<file path="config.mk">
export PLATFORM = sky130hd
export DESIGN_NAME = insert_fifo
export DESIGN_NICKNAME = d
export VERILOG_FILES = /design/src/rtl/aes_usb_pkg.sv /design/src/rtl/insert_fifo.sv
export SDC_FILE = /design/constraint.sdc
export NUM_CORES = 1
export LEC_CHECK = 0
export CORE_AREA = 8 8 119 121
export DETAILED_ROUTE_END_ITERATION = 12
export DIE_AREA = 0 0 127 129
export PLACE_DENSITY = 0.79
export SLEW_MARGIN = 25
export SYNTH_ARGS = -nofsm -noshare
export SYNTH_HDL_FRONTEND = slang
export SYNTH_SLANG_ARGS = --single-unit
</file>
<file path="constraint.sdc">
create_clock -name clk -period 1.6 [get_ports clk]
set_input_delay 0.48 -clock clk [delete_from_list [all_inputs] [get_ports clk]]
set_output_delay 0.48 -clock clk [all_outputs]
set_load 0.005 [all_outputs]
</file>
<file path="src/rtl/aes_usb_pkg.sv">
// Shared types and constants for the AES <-> USB byte datapath.
package aes_usb_pkg;

  typedef enum logic [1:0] {IDLE, SEND, DONE} insert_state_t;

  localparam int BYTE_W = 8;

endpackage

</file>
<file path="src/rtl/insert_fifo.sv">
// Block-to-byte serializer: takes one AES block from the core and pushes it
// into the output byte FIFO one byte per cycle, byte 0 (LSBs) first, holding
// whenever the FIFO reports full.
module insert_fifo
  import aes_usb_pkg::*;
#(
  parameter int BLOCK_BYTES = 16
) (
  input  logic                        clk,
  input  logic                        n_rst,
  input  logic                        load,
  input  logic [BYTE_W*BLOCK_BYTES-1:0] block_in,
  input  logic                        full,
  output logic                        ready,
  output logic                        push,
  output logic [BYTE_W-1:0]           data_out,
  output logic                        done
);

  localparam int BLOCK_W = BYTE_W * BLOCK_BYTES;
  localparam int CNT_W   = (BLOCK_BYTES > 1) ? $clog2(BLOCK_BYTES) : 1;
  localparam logic [CNT_W-1:0] CNT_LAST = CNT_W'(BLOCK_BYTES - 1);

  insert_state_t      state, state_next;
  logic [BLOCK_W-1:0] shreg, shreg_next;
  logic [CNT_W-1:0]   cnt, cnt_next;

  // State register plus the shift register and byte counter it steers.
  always_ff @(posedge clk or negedge n_rst) begin
    if (!n_rst) begin
      state <= IDLE;
      shreg <= '0;
      cnt   <= '0;
    end else begin
      state <= state_next;
      shreg <= shreg_next;
      cnt   <= cnt_next;
    end
  end

  // Next-state and datapath update; a full FIFO freezes everything in SEND.
  always_comb begin
    state_next = state;
    shreg_next = shreg;
    cnt_next   = cnt;
    case (state)
      IDLE: begin
        if (load) begin
          shreg_next = block_in;
          cnt_next   = '0;
          state_next = SEND;
        end
      end
      SEND: begin
        if (!full) begin
          shreg_next = shreg >> BYTE_W;
          if (cnt == CNT_LAST) begin
            cnt_next   = '0;
            state_next = DONE;
          end else begin
            cnt_next = cnt + CNT_W'(1);
          end
        end
      end
      DONE: begin
        state_next = IDLE;
      end
      default: begin
        state_next = IDLE;
      end
    endcase
  end

  // Output decode; push is Mealy on full so a stalled cycle never writes.
  always_comb begin
    ready    = 1'b0;
    push     = 1'b0;
    done     = 1'b0;
    data_out = shreg[BYTE_W-1:0];
    case (state)
      IDLE:    ready = 1'b1;
      SEND:    push  = ~full;
      DONE:    done  = 1'b1;
      default: ready = 1'b0;
    endcase
  end

endmodule

</file>
==> impl_metrics.tcl, run 1 <==
set metrics [dict create \
    clkSlewWorstSetupHoldPaths_ns 0.06 \
    grt_pass1_vias 5505 \
    detail-route-antenna-nets 0 \
    final_common_cell "nand2_1" \
    place_ws_ns -0.5311 \
    drive_above_1_share_pct 23.57 \
    layout_common_cells "nand2_1 (246), dfrtp_1 (133), clkdlybuf4s50_1 (129)" \
    synthesis.area_um2 6032 \
    r2r-start "state[0]$_DFFE_PN0P_" \
    die-area_um2 16380 \
    die_h_um 129 \
    slew_violations 0 \
    skew_ns 0.009479 \
    cap_violations 0 \
    crit_arrival_ns 2.10 \
    setup-tns-final_ns -4.608 \
    gp_congestion 0.8479 \
    routed-via-count 5988 \
    syn-num-nets 849 \
    max-clock-path-buffers 2 \
    rrSetupSlack_ns -0.18 \
    yosys_register_bits 134 \
    htreeDepth 4 \
    violations "setup timing" \
    register_area_um2 3354 \
    antenna_found_initial 0 \
    status "finished, violations left" \
    met3_usage_pct 6.123 \
    grt_start_max_net_pins 64 \
    rr_worst_depth 8 \
    crit_fanout 8 \
    rsz0062_at_grt "yes" \
    core_area_um2 12310 \
    crit_chain "buf_6 -> nand2b_4 -> a21oi_4 -> buf_6 -> clkbuf_16 -> buf_12 -> nor2_4 -> a31oi_1" \
    wire_per_inst_um 18.94 \
    hp-start "full" \
    cts_sinks 134 \
    holdPathStages 3 \
    syn_avg_cell_area_um2 8.425 \
    whs_ns 0.4507 \
    period_share_pct 111.5 \
    min-delay-path-class "in -> reg" \
    crit_top_cell "buf_6" \
    tritoncts "done" \
    synth_seq_area_share_pct 55.59 \
    cts-root-buf "clkbuf_16" \
    vias_per_cell 5.752 \
    end_kind "flop" \
    path_class "reg -> reg" \
    grt_busiest_layer "met2" \
    firstDrtPassIters 5 \
    layout_setup_ws_ns -0.1840 \
    grtUsageMet2_pct 33.17 \
    ios 143 \
    peakVddDrop_mv 0.9990 \
    grt.overflow.total 0 \
    syn2layout_area_growth_pct 59.82 \
    min_to "state[1]$_DFFE_PN0P_" \
    rows 41 \
    hold_viol 0 \
    grt.total_usage_pct 19.92 \
    drc 0 \
    finalWirelength_um 19710 \
    hpwl_um 10980 \
    dr.first_iter.drc_count 585 \
    period_needed_ns 1.784 \
    reg2reg_to "shreg[22]$_DFFE_PN0P_" \
    fillers 753 \
    p_leak_nw 4.049 \
    power_density_nw_per_um2 2074 \
    grt.met1_usage_pct 24.10 \
    syn_inst 716 \
    cts_buffers 17 \
    nets 1014 \
    setup_viol 105 \
    crit_slowest_cell "dfrtp_2" \
    multi_input_area_um2 2942 \
    initial_core_util_pct 48.99 \
    synth.distinct_cells 20 \
    io_buffers 142 \
    relSlewSlack_pct 72.12 \
    startpoint_type "flop" \
    synth_warnings 0 \
    worst_ep_required_time_ns 1.92 \
    fmax_ghz 0.5605 \
    crit_path_max_incr_delay_ns 0.41 \
    worstMarginPinSlew_ns 0.4182 \
    dieWidth_um 127 \
    num_antenna_cells 0 \
    grt_first_pass_wirelength_um 26190 \
    worstSkewPairLatency_ns 0.42 \
]
repair_timing:
| action | 4_1_cts | 5_1_grt |
|---|---|---|
| hold endpoints to repair | 27 | 0 |
| pin swaps | 1 | 1 |
| resized for setup | 29 | 181 |
| hold buffers | 1 | 0 |
| endpoints found under the setup margin | 48 | 125 |
| cloned | 1 | 22 |
| buffers inserted | 3 | 9 |
Yosys cell counts, drive strengths merged:
| master | number | area share [%] |
|---|---|---|
| nor3 | 1 | 0.083 |
| dfrtp | 134 | 56 |
| buf | 49 | 4.7 |
| a31oi | 120 | 12 |
| a211oi | 1 | 0.12 |
| a21o | 1 | 0.12 |
| nor2b | 2 | 0.21 |
| nand2b | 4 | 0.41 |
| a21oi | 1 | 0.15 |
| nor2 | 123 | 7.7 |
| and3 | 1 | 0.10 |
| o21ai | 6 | 0.50 |
| clkbuf | 15 | 0.93 |
| and2 | 1 | 0.10 |
| a22o | 8 | 1.2 |
| ha | 1 | 0.21 |
| nand2 | 246 | 15 |
| nand3 | 2 | 0.17 |
flip-flops by register name (all words and copies together), names as in the netlist:
signal,cells
shreg,128
cnt,4
state,2
cell families (layout without fill, tap and decap cells):
kind of cell	Yosys count	count (layout)	share of synthesized area [%]
compound gates	137	137	14.50
fa+ha+maj	1	1	0.2074
buf+inv	64	239	5.663
flops	134	134	55.59
simple gates	380	380	24.04
worst max-delay path by stage:
stage,startpoint,endpoint
final,state[0]$_DFFE_PN0P_,shreg[22]$_DFFE_PN0P_
after global routing,state[1]$_DFFE_PN0P_,push
after CTS,state[1]$_DFFE_PN0P_,push
after detailed placement,full,push
after global placement,full,push
after floorplan,state[1]$_DFFE_PN0P_,push
through the flow:
step | instances | power [mW] | util, % | instance area, um^2
after global routing | 1041 | 21.11 | 78.30 | 9641
after detailed placement | 977 | 12.79 | 62.92 | 7746
final | 1041 | 20.00 | 78.30 | 9641
after global placement | 977 | 12.49 | 62.92 | 7746
after floorplan | 716 | 10.49 | - | 6032
after CTS | 1011 | 16.45 | 67.91 | 8361
report_power, final:
| part | internal, mW | leakage (nW) | switching, mW |
|---|---|---|---|
| combinational | 5.00 | 2.31 | 5.27 |
| sequential | 4.99 | 1.48 | 1.25 |
| clock | 2.10 | 0.261 | 1.38 |
layer usage:
| layer | vias up | part of all wire [%] |
|---|---|---|
| met2 | 304 | 51 |
| met5 | - | 0 |
| met3 | 51 | 7.3 |
| met1 | 2911 | 39 |
| met4 | 0 | 2.3 |
| li1 | 2722 | - |
worst max-delay path, delay by kind of cell, from the launching register on:
| family | cells | cell delay, ns |
|---|---|---|
| AO/OA/AOI/OAI | 2 | 0.45 |
| AND/OR/NAND/NOR | 2 | 0.19 |
| buffers and inverters | 4 | 0.63 |
| flip-flops | 1 | 0.41 |
area by class of cell:
cell class	count	share of cell area, %
flip-flops and latches	134	34.80
well taps	150	1.947
clock buffers	24	5.101
clock inverters	5	0.2596
repair buffers	210	27.38
multi-input cells	518	30.51
(Power assumes the default switching activity.)
==> run 2, diff against run 1 <==
--- a/config.mk
+++ b/config.mk
@@ -9,7 +9,6 @@
 export DETAILED_ROUTE_END_ITERATION = 12
 export DIE_AREA = 0 0 127 129
 export PLACE_DENSITY = 0.79
-export SLEW_MARGIN = 25
 export SYNTH_ARGS = -nofsm -noshare
 export SYNTH_HDL_FRONTEND = slang
 export SYNTH_SLANG_ARGS = --single-unit
==> results of run 2 <==
Same layout as run 1: the final DEF is identical, and so are final timing and power.
==> run 3, diff against run 2 <==
--- a/config.mk
+++ b/config.mk
@@ -9,6 +9,7 @@
 export DETAILED_ROUTE_END_ITERATION = 12
 export DIE_AREA = 0 0 127 129
 export PLACE_DENSITY = 0.79
+export SLEW_MARGIN = 5
 export SYNTH_ARGS = -nofsm -noshare
 export SYNTH_HDL_FRONTEND = slang
 export SYNTH_SLANG_ARGS = --single-unit
==> results of run 3 <==
Same layout as run 1: the final DEF is identical, and so are final timing and power.
